**src/rtl/baccarat_if.sv**
```systemverilog
// Card-datapath link for the baccarat controller: hand scores and the player third
// card come in, the six card-load strobes and the two win lights go out.
interface baccarat_if;
    logic [3:0] pscore;
    logic [3:0] dscore;
    logic [3:0] pcard3;
    logic       load_pcard1;
    logic       load_pcard2;
    logic       load_pcard3;
    logic       load_dcard1;
    logic       load_dcard2;
    logic       load_dcard3;
    logic       player_win_light;
    logic       dealer_win_light;

    modport master (
        input  pscore, dscore, pcard3,
        output load_pcard1, load_pcard2, load_pcard3,
        output load_dcard1, load_dcard2, load_dcard3,
        output player_win_light, dealer_win_light
    );

    modport slave (
        output pscore, dscore, pcard3,
        input  load_pcard1, load_pcard2, load_pcard3,
        input  load_dcard1, load_dcard2, load_dcard3,
        input  player_win_light, dealer_win_light
    );
endinterface

```
**src/rtl/baccarat_fsm.sv**
```systemverilog
// Baccarat game sequencer: deals four cards, applies the natural and third-card
// rules on the datapath scores, then holds the win lights until reset.
module baccarat_fsm (
    input  logic        slow_clock,
    input  logic        reset,
    baccarat_if.master  bus
);

    typedef enum logic [3:0] {
        RST     = 4'd0,
        DEAL_P1 = 4'd1,
        DEAL_D1 = 4'd2,
        DEAL_P2 = 4'd3,
        DEAL_D2 = 4'd4,
        EVAL    = 4'd5,
        DEAL_P3 = 4'd6,
        EVAL_B  = 4'd7,
        DEAL_D3 = 4'd8,
        DONE    = 4'd9
    } state_t;

    state_t     state_q, state_d;
    logic [5:0] loads_q, loads_d;   // {p1, d1, p2, d2, p3, d3}
    logic       pwin_q, pwin_d;
    logic       dwin_q, dwin_d;

    // Face cards and tens count as zero; banker's tableau keyed on his score.
    function automatic logic banker_draws(input logic [3:0] d, input logic [3:0] c3);
        logic [3:0] v;
        logic       draw;
        v = (c3 >= 4'd10) ? 4'd0 : c3;
        case (d)
            4'd0, 4'd1, 4'd2: draw = 1'b1;
            4'd3:             draw = (v != 4'd8);
            4'd4:             draw = (v >= 4'd2) && (v <= 4'd7);
            4'd5:             draw = (v >= 4'd4) && (v <= 4'd7);
            4'd6:             draw = (v >= 4'd6) && (v <= 4'd7);
            default:          draw = 1'b0;
        endcase
        return draw;
    endfunction

    // Next-state selection and registered-output decode of the next state.
    always_comb begin
        state_d = state_q;
        loads_d = 6'b000000;
        pwin_d  = 1'b0;
        dwin_d  = 1'b0;

        case (state_q)
            RST:     state_d = DEAL_P1;
            DEAL_P1: state_d = DEAL_D1;
            DEAL_D1: state_d = DEAL_P2;
            DEAL_P2: state_d = DEAL_D2;
            DEAL_D2: state_d = EVAL;
            EVAL: begin
                if ((bus.pscore >= 4'd8) || (bus.dscore >= 4'd8)) begin
                    state_d = DONE;
                end else if (bus.pscore <= 4'd5) begin
                    state_d = DEAL_P3;
                end else if (bus.dscore <= 4'd5) begin
                    state_d = DEAL_D3;
                end else begin
                    state_d = DONE;
                end
            end
            DEAL_P3: state_d = EVAL_B;
            EVAL_B: begin
                if (banker_draws(bus.dscore, bus.pcard3)) begin
                    state_d = DEAL_D3;
                end else begin
                    state_d = DONE;
                end
            end
            DEAL_D3: state_d = DONE;
            DONE:    state_d = DONE;
            default: state_d = RST;
        endcase

        // Outputs are registered, so decode the state being entered.
        case (state_d)
            DEAL_P1: loads_d = 6'b100000;
            DEAL_D1: loads_d = 6'b010000;
            DEAL_P2: loads_d = 6'b001000;
            DEAL_D2: loads_d = 6'b000100;
            DEAL_P3: loads_d = 6'b000010;
            DEAL_D3: loads_d = 6'b000001;
            default: loads_d = 6'b000000;
        endcase

        if (state_d == DONE) begin
            pwin_d = (bus.pscore >= bus.dscore);
            dwin_d = (bus.dscore >= bus.pscore);
        end else begin
            pwin_d = 1'b0;
            dwin_d = 1'b0;
        end
    end

    // State and output registers with synchronous active-low reset.
    always_ff @(posedge slow_clock) begin
        if (!reset) begin
            state_q <= RST;
            loads_q <= 6'b000000;
            pwin_q  <= 1'b0;
            dwin_q  <= 1'b0;
        end else begin
            state_q <= state_d;
            loads_q <= loads_d;
            pwin_q  <= pwin_d;
            dwin_q  <= dwin_d;
        end
    end

    assign bus.load_pcard1      = loads_q[5];
    assign bus.load_dcard1      = loads_q[4];
    assign bus.load_pcard2      = loads_q[3];
    assign bus.load_dcard2      = loads_q[2];
    assign bus.load_pcard3      = loads_q[1];
    assign bus.load_dcard3      = loads_q[0];
    assign bus.player_win_light = pwin_q;
    assign bus.dealer_win_light = dwin_q;

endmodule

```
**src/flat_wrapper.sv**
```systemverilog
// flat-port wrapper written by rule: the top's interface ports become plain ports
module baccarat_fsm_flat 
  (slow_clock, reset, bus_pscore, bus_dscore, bus_pcard3, bus_load_pcard1, bus_load_pcard2, bus_load_pcard3, bus_load_dcard1, bus_load_dcard2, bus_load_dcard3, bus_player_win_light, bus_dealer_win_light);
  baccarat_if bus_i ();
  input  logic slow_clock;
  input  logic reset;
  input wire logic [$bits(bus_i.pscore)-1:0] bus_pscore;
  input wire logic [$bits(bus_i.dscore)-1:0] bus_dscore;
  input wire logic [$bits(bus_i.pcard3)-1:0] bus_pcard3;
  output wire logic [$bits(bus_i.load_pcard1)-1:0] bus_load_pcard1;
  output wire logic [$bits(bus_i.load_pcard2)-1:0] bus_load_pcard2;
  output wire logic [$bits(bus_i.load_pcard3)-1:0] bus_load_pcard3;
  output wire logic [$bits(bus_i.load_dcard1)-1:0] bus_load_dcard1;
  output wire logic [$bits(bus_i.load_dcard2)-1:0] bus_load_dcard2;
  output wire logic [$bits(bus_i.load_dcard3)-1:0] bus_load_dcard3;
  output wire logic [$bits(bus_i.player_win_light)-1:0] bus_player_win_light;
  output wire logic [$bits(bus_i.dealer_win_light)-1:0] bus_dealer_win_light;
  assign bus_i.pscore = bus_pscore;
  assign bus_i.dscore = bus_dscore;
  assign bus_i.pcard3 = bus_pcard3;
  assign bus_load_pcard1 = bus_i.load_pcard1;
  assign bus_load_pcard2 = bus_i.load_pcard2;
  assign bus_load_pcard3 = bus_i.load_pcard3;
  assign bus_load_dcard1 = bus_i.load_dcard1;
  assign bus_load_dcard2 = bus_i.load_dcard2;
  assign bus_load_dcard3 = bus_i.load_dcard3;
  assign bus_player_win_light = bus_i.player_win_light;
  assign bus_dealer_win_light = bus_i.dealer_win_light;
  baccarat_fsm u_core (.slow_clock(slow_clock), .reset(reset), .bus(bus_i));
endmodule
```
**config.mk**
```make
export PLATFORM = sky130hd
export DESIGN_NAME = baccarat_fsm_flat
export DESIGN_NICKNAME = d
export VERILOG_FILES = /design/src/rtl/baccarat_if.sv /design/src/rtl/baccarat_fsm.sv /design/src/flat_wrapper.sv
export SDC_FILE = /design/constraint.sdc
export NUM_CORES = 1
export LEC_CHECK = 0
export BUFFER_PORTS_ARGS = -buffer_cell sky130_fd_sc_hd__buf_2
export CAP_MARGIN = 10
export CELL_PAD_IN_SITES_DETAIL_PLACEMENT = 1
export CELL_PAD_IN_SITES_GLOBAL_PLACEMENT = 2
export CORE_MARGIN = 2
export CORE_UTILIZATION = 30
export DETAILED_ROUTE_END_ITERATION = 10
export PLACE_DENSITY_LB_ADDON = 0.05
export SLEW_MARGIN = 0
export SYNTH_ARGS = -nofsm -noshare
export SYNTH_HDL_FRONTEND = slang
export SYNTH_SLANG_ARGS = --single-unit
```
**constraint.sdc**
```tcl
create_clock -name slow_clock -period 3.5 [get_ports slow_clock]
set_input_delay 0.875 -clock slow_clock [delete_from_list [all_inputs] [get_ports slow_clock]]
set_output_delay 0.875 -clock slow_clock [all_outputs]
set_load 0.01 [all_outputs]
```
* Word level (Yosys, flattened, before mapping)
Cells that the tools add are included.
** Word-level totals
- Flip-flop bits (word level) :: 12
- Input bits :: 14
- Output and inout bits :: 8
- Logic and storage cells :: 56
** Cells by class
- $lt $le $gt $ge :: 11
- Equality and inequality tests :: 23
- Multiplexer cells :: 9
- Reductions and logical operators :: 9
** Operators by type and width (number)
- $eq A4 B3 Y1 const B :: 9
- $pmux W4 S9 :: 1
- $pmux W6 S6 :: 1
- $eq A4 B2 Y1 const B :: 6
- $eq A4 B4 Y1 const B :: 4
- $eq A4 B1 Y1 const B :: 3
- $ge A4 B4 Y1 const B :: 3
- $le A4 B3 Y1 const B :: 3
- $mux W4 :: 3
- $ge A4 B3 Y1 const B :: 2
- $ge A4 B4 Y1 :: 2
- $logic_not A4 Y1 :: 2
- $pmux W1 S5 :: 1
- $ge A4 B2 Y1 const B :: 1
- $ne A4 B4 Y1 const B :: 1
- $logic_and A1 B1 Y1 :: 3
- $mux W1 :: 3
- $reduce_or A3 Y1 :: 1
- $reduce_and A2 Y1 :: 1
- $reduce_or A2 Y1 :: 1
- $logic_or A1 B1 Y1 :: 1

* Longest topological paths before layout
Gate-level depths: netlist of the first run.
- Word-level depth :: 10
- Mapped depth :: 6

* Least setup slack after synthesis of the first run
No wires, ideal clock.
- Path kind :: input to register
- Start point :: in bus_pcard3[1]
- End point :: reg u_core.loads_q[1]
- Library setup time :: 0.117 ns
- Data arrival time :: 1.719 ns
- Required time :: 3.383 ns
- Slack :: 1.664 ns
- Cell stages on the path :: 4
- Cell sequence :: nor4bb_1 > nor4_1 > o2111ai_2 > and4b_1
** Between the ends
- Longest elaborated chain between the ends :: 10
** Ends and longest elaborated chain
- from (decl) :: RTL line flat_wrapper.sv:9 : input wire logic [$bits(bus_i.pcard3)-1:0] bus_pcard3;
- $ge A4 B4 Y1 :: RTL line baccarat_fsm.sv:31 : v = (c3 >= 4'd10) ? 4'd0 : c3;
- $mux W4 (*) :: RTL line baccarat_fsm.sv:31
- $ge A4 B3 Y1, or another cell as far along :: RTL line baccarat_fsm.sv:37 : 4'd6: draw = (v >= 4'd6) && (v <= 4'd7);
- $logic_and A1 B1 Y1 (on tied branches) :: RTL line baccarat_fsm.sv:37, baccarat_fsm.sv:35, baccarat_fsm.sv:36
- $pmux W1 S5 (*) :: RTL line baccarat_fsm.sv:32 : case (d)
- $mux W1 (*) :: RTL line baccarat_fsm.sv:50 : case (state_q)
- $mux W1 (*) :: RTL line baccarat_fsm.sv:69 : if (banker_draws(bus.dscore, bus.pcard3)) begin
- $pmux W4 S9 (*) :: RTL line baccarat_fsm.sv:50
- $eq A4 B4 Y1, or another cell as far along :: RTL line baccarat_fsm.sv:81 : case (state_d)
- $pmux W6 S6 (*) :: RTL line baccarat_fsm.sv:81
- to (signal assigned) :: RTL line baccarat_fsm.sv:109 : loads_q <= loads_d;
- to (decl) :: RTL line baccarat_fsm.sv:23 : logic [5:0] loads_q, loads_d;
Every way passes the cells marked *; elsewhere a longest branch is shown, timed or not. The select of a mux whose other input is x is not followed.
A chain may end at the register's enable or synchronous reset.

* Worst setup path in the final report of the first run
Same ends and word-level chain as after synthesis.

==> results of run 1 <==
layout by cell type (no fill, tap or decap), types with 2 or more instances in the layout:
cell,n
nand2b_1,2
ha_1,4
nor4_1,2
o21bai_1,2
nor2b_1,4
a21oi_1,4
buf_2,21
inv_1,6
dfxtp_1,12
o21a_1,2
nor3b_1,3
a211oi_1,2
o31ai_1,2
a211o_1,2
clkbuf_4,3
nand2_1,3
nor2_1,5
worst paths after layout:
kind                                         from                     endpoint  slack [ps]  cells past startpoint
worst max-delay path                bus_pcard3[1]            u_core.loads_q[1]        1670                      5
worst min-delay path            u_core.state_q[0]            u_core.loads_q[2]         560                      2
worst max register to register  u_core.state_q[1]  u_core.bus.player_win_light        2050                      4
worst min register to register  u_core.state_q[0]            u_core.loads_q[2]         560                      2
worst max-delay path, stage by stage:
cell	delay, ps
buf_2	110
nor4bb_1	130
nor4_1	340
o2111ai_2	280
and4b_1	260
layer usage:
layer	part of all wire [%]	wire [um]	GRT usage (%)	vias to the layer above
met5	0	0	0	-
met4	2.9	45	9.21	0
met3	5.4	85	3.16	4
met2	45	710	23.1	16
met1	47	735	16.4	293
li1	-	-	-	321
cell type report:
type,count,area (um^2)
Fill cell,281,1350
Timing Repair Buffer,21,105
Tap cell,28,35.0
Inverter,6,22.5
Clock buffer,3,22.5
Sequential cell,12,240
Multi-Input combinational cell,54,398
state kept, by name, indices dropped and copies added (netlist names):
signal                       cells
u_core.loads_q                   6
u_core.state_q                   4
u_core.bus.dealer_win_light      1
u_core.bus.player_win_light      1
power by group:
part           switching (mW)  total, mW  internal (mW)  leakage, nW
sequential            0.00773      0.151          0.143       0.0978
combinational          0.0303     0.0594         0.0291        0.275
clock                  0.0405     0.0802         0.0397       0.0138
total                  0.0785      0.290          0.212        0.387
per-stage QoR:
stage	instance area [um^2]	hold WS, ps
floorplan	677	493
global placement	801	551
detailed placement	801	558
CTS	823	562
global route	823	607
finish	823	555
cells by family after synthesis:
family	after synthesis	synth area share [%]
fa+ha+maj	4	7.39
buf+inv	8	5.73
simple gates	27	24.8
flops	12	35.5
compound gates	23	26.6
==> metrics, run 1 <==
DRT iter0 DRCs=2; TritonRoute pass-1 iters=2; Synth warnings=0; PostCTS Resize Cnt=0; fraction of layout cells with a size suffix above 1=between 20% and 30%; top cell type's share of synthesized area=a little over a third; hpwl dp=about 1.3 mm; Netlist cell types=34; drt via density=about 5.1; period utilisation layout=52.3%; PnR worst setup slack=1670 ps; Tightest Pin Transition=349 ps; antenna-violating nets left=0; Max Root-Sink Buffers=2; DP Worst Slack=about 1400 ps; initial antenna violation count=0; Antenna Cells=0; Static Leak=0.387 nW; final-stage net count=116; setup_tns=0 ps; Setup violations, final=0; CP endpoint kind=register; largest net degree at the start of global routing=11; placed cell count=around 120; remaining global-route overflow=0; Synth Flop Type=dfxtp_1; final hold vios=0; Syn Area/Cell=9.15 um^2; Synth Instances=74; postcts setup bufs=0; Die Width=51.5 um; Period minus WS final=1830 ps; syn_nets=92; Max-Cap Viols=0; sequential cell area fraction in the yosys report=35.5%; PortBufs=21; critical path type=input port to register; CTS root buf=clkbuf_4; Rows=17; WL/cell=12.7 um; synth cell count leaders=12 x dfxtp_1, 6 x inv_1, 5 x nor2_1; startpoint class of the critical path=input port; Hold-fix buffers, CTS=0; cell area power density=353 mW/mm^2; total number of vias=634; core region area=0.00217 mm^2; number of buffers created by CTS=3; P&R area growth vs syn=21.6%; Slew headroom=76.7%; Max Freq=546 MHz; total power=290 uW; status=completed; # DRC=0; post-route insts no fill=124; die area=~0.0027 mm^2; most instantiated library cell after synthesis=dfxtp_1; Synth Register Bits=12; clock insertion delay at the later pin of the skew report=270 ps; Layout Utilization=37.9%; top-level port count=22; Async S/R FF share, synth=0%; Starting Density=31.2%; Total Routing Usage GR=14.1%; Final Wtd Congestion=0.742; Post-Route WL=1.58 mm; # H-tree levels=1; Post-synth EDFFs=0; vias in the first global route=659; CP Data Required Time=3660 ps; unrepaired setup endpoints after global routing=false; CP max FO=7; Setup Skew=5.09 ps; Final Max Slew Viols=0; Max IR drop VDD=~210 uV; clk slew on worst S/H paths=about 70 ps; first-pass GRT wire length=2.77 mm; ranking of synthesized cells by area=dfxtp_1 35%, ha_1 7.4%, nor2b_1 3.7%; Die H=around 52 um; CTS tree=built; worst min-delay path class=register to register; Arrival @ worst endpoint=1990 ps; cell type with the largest total area after synthesis=dfxtp_1; clk sinks=12; cell area after synthesis=677 um^2
(Power assumes the default switching activity.)
==> run 2: changes to the inputs <==
--- a/config.mk
+++ b/config.mk
@@ -5,12 +5,13 @@
 export SDC_FILE = /design/constraint.sdc
 export NUM_CORES = 1
 export LEC_CHECK = 0
+export ABC_AREA = 1
 export BUFFER_PORTS_ARGS = -buffer_cell sky130_fd_sc_hd__buf_2
 export CAP_MARGIN = 10
 export CELL_PAD_IN_SITES_DETAIL_PLACEMENT = 1
 export CELL_PAD_IN_SITES_GLOBAL_PLACEMENT = 2
 export CORE_MARGIN = 2
-export CORE_UTILIZATION = 30
+export CORE_UTILIZATION = 22
 export DETAILED_ROUTE_END_ITERATION = 10
 export PLACE_DENSITY_LB_ADDON = 0.05
 export SLEW_MARGIN = 0
==> constraint.sdc (replaced) <==
create_clock -name slow_clock -period 1.66 [get_ports slow_clock]
set_input_delay 0.415 -clock slow_clock [delete_from_list [all_inputs] [get_ports slow_clock]]
set_output_delay 0.415 -clock slow_clock [all_outputs]
set_load 0.01 [all_outputs]
==> metrics, run 2 <==
die area=0.00359 mm^2 (was 0.00265 mm^2); largest registers=u_core.loads_q: 6 flops, u_core.state_q: 4 flops (unchanged); Async S/R FF share, synth=0% (unchanged); synth cell count leaders=27 x nand2_1, 19 x nor2_1, 13 x inv_1, 12 x dfxtp_1 (was 12 x dfxtp_1, 6 x inv_1, 5 x nor2_1); P&R area growth vs syn=24.6% (was 21.6%); CTS root buf=clkbuf_4 (unchanged); initial antenna violation count=0 (unchanged); startpoint class of the critical path=register (was input port); remaining global-route overflow=0 (unchanged); Worst Path Buf+Inv=2 (was 1); ranking of synthesized cells by area=dfxtp_1 35%, nand2_1 15%, nor2_1 10% (was dfxtp_1 35%, ha_1 7.4%, nor2b_1 3.7%); cell type with the largest total area after synthesis=dfxtp_1 (unchanged); core region area=0.00300 mm^2 (was 0.00217 mm^2); status=completed (unchanged); Slew headroom=73.0% (was 76.7%); cell area after synthesis=687 um^2 (was 677 um^2); final hold vios=0 (unchanged); syn_nets=120 (was 92); vias in the first global route=589 (was 659); Final Wtd Congestion=0.763 (was 0.742); Synth warnings=0 (unchanged); Max IR drop VDD=307 uV (was 206 uV); Final Max Slew Viols=0 (unchanged); critical path type=register to register (was input port to register); postcts setup bufs=0 (unchanged); sequential cell area fraction in the yosys report=35.0% (was 35.5%); CP Data Required Time=1830 ps (was 3660 ps); clock insertion delay at the later pin of the skew report=260 ps (was 270 ps); Arrival @ worst endpoint=1480 ps (was 1990 ps); # DRC=0 (unchanged); Synth Instances=102 (was 74); total number of vias=649 (was 634); Die H=59.9 um (was 51.5 um); Rows=20 (was 17); clk sinks=12 (unchanged); Crit-path slowest cell=dfxtp_1 (was nor4_1); Syn Area/Cell=6.73 um^2 (was 9.15 um^2); largest net degree at the start of global routing=10 (was 11); CP endpoint kind=register (unchanged); CP max FO=4 (was 7); period utilisation layout=between 70 and 80%; PortBufs=21 (unchanged); cell area power density=716 mW/mm^2 (was 353 mW/mm^2); DRT iter0 DRCs=8 (was 2); CTS tree=built (unchanged); Post-synth EDFFs=0 (unchanged); WL/cell=9.81 um (was 12.7 um); Max Freq=764 MHz; top-level port count=22 (unchanged); number of buffers created by CTS=3 (unchanged); # H-tree levels=1 (unchanged); Top Family by Delay on Critical Path=simple AND/OR/NAND/NOR gates (unchanged); Period minus WS final=1310 ps; setup_tns=0 ps (unchanged); final-stage net count=146 (was 116); unrepaired setup endpoints after global routing=false (unchanged); Post-Route WL=1.56 mm (was 1.58 mm); Netlist cell types=19 (was 34); top cell type's share of synthesized area=35.0% (was 35.5%); drt via density=4.08 (was 5.11); Synth Register Bits=12 (unchanged); cell repeated most along the worst path=nand2_1; CP peak stage delay=390 ps (was 340 ps); PnR worst setup slack=351 ps (was 1670 ps); Max Root-Sink Buffers=2 (unchanged); commonest cells after routing, fill and taps aside=27 x nand2_1, 21 x buf_2, 19 x nor2_1 (was 21 x buf_2, 12 x dfxtp_1, 6 x inv_1); DP Worst Slack=120 ps (was 1350 ps); worst min-delay path class=register to register (unchanged); commonest non-fill, non-tap cell in the layout=nand2_1 (was buf_2); Synth Flop Type=dfxtp_1 (unchanged); Die Width=59.9 um (was 51.5 um); Antenna Cells=0 (unchanged); PostCTS Resize Cnt=0 (unchanged); most instantiated library cell after synthesis=nand2_1 (was dfxtp_1); Max-Cap Viols=0 (unchanged); Setup Skew=4.19 ps (was 5.09 ps); fraction of layout cells with a size suffix above 1=29.4% (was 28.1%); Hold-fix buffers, CTS=0 (unchanged); Total Routing Usage GR=9.85% (was 14.1%); Tightest Pin Transition=400 ps (was 349 ps); Reg with most FFs=u_core.loads_q (unchanged); antenna-violating nets left=0 (unchanged); Starting Density=22.9% (was 31.2%); Setup violations, final=0 (unchanged); worst-path cell chain=inv_2 > nor2_4 > nand2_2 > nor2_4 > nand2_1 > nand2_1 > inv_1 > nand2_2 > nand2_1 > nand2_1 > nor2_1 (was buf_2 > nor4bb_1 > nor4_1 > o2111ai_2 > and4b_1); TritonRoute pass-1 iters=4 (was 2); hpwl dp=1.36 mm (was 1.29 mm); clk slew on worst S/H paths=70 ps (about the same); Static Leak=0.469 nW (was 0.387 nW); first-pass GRT wire length=2.64 mm (was 2.77 mm); max reg flops=6 (unchanged)
## run 2: changes by cell type after synthesis, moves of 4 or more
cell and delta:
nor2_1 +14, inv_1 +7, inv_2 +4, nor2b_1 -4, nand2_1 +24, nor2_4 +4
## run 2: cell families after synthesis
| group | synth area share [%] |
|---|---|
| AND/OR/NAND/NOR | 41.0 |
| buffers and inverters | 10.4 |
| flip-flops | 35.0 |
| AO/OA/AOI/OAI | 6.37 |
| adder cells (fa/ha/maj) | 7.29 |
## run 2: path summary, 6_finish.rpt
check	slack, ps	endpoint	depth (start not counted)	from
max	350	u_core.loads_q[0]	11	u_core.state_q[0]
min reg2reg	510	u_core.loads_q[5]	1	u_core.state_q[0]
min	510	u_core.loads_q[5]	1	u_core.state_q[0]
max reg2reg	350	u_core.loads_q[0]	11	u_core.state_q[0]
## run 2: per-layer routing
layer	global-route usage, %	part of all wire, %	vias to the layer above	routed length [um]
met5	0	0	-	0
met4	4.76	0.77	0	12
met3	1.30	2.9	2	45
met2	12.6	40	9	624
met1	15.7	56	279	877
li1	-	-	359	-
## run 2: cell type report
class | count | area (um^2)
inverter | 19 | 71.3
tap | 33 | 41.3
sequential | 12 | 240
multi-input combinational | 71 | 375
timing repair buffer | 21 | 105
clock buffer | 3 | 22.5
fill | 409 | 2150
## run 2: report_power, final
group	switching (mW)	internal, mW
sequential	0.0109	0.301
combinational	0.0783	0.0517
clock	0.0870	0.0837
total	0.176	0.436
## run 2: through the flow
stage	hold WS, ps	cells	util (%)	power (mW)	instance area, um^2
after CTS	520	159	28.5	0.630	856
final	514	159	28.5	0.613	856
after global placement	508	156	27.8	0.452	833
after floorplan	465	102	-	0.405	687
after detailed placement	504	156	27.8	0.452	833
after global routing	540	159	28.5	0.658	856
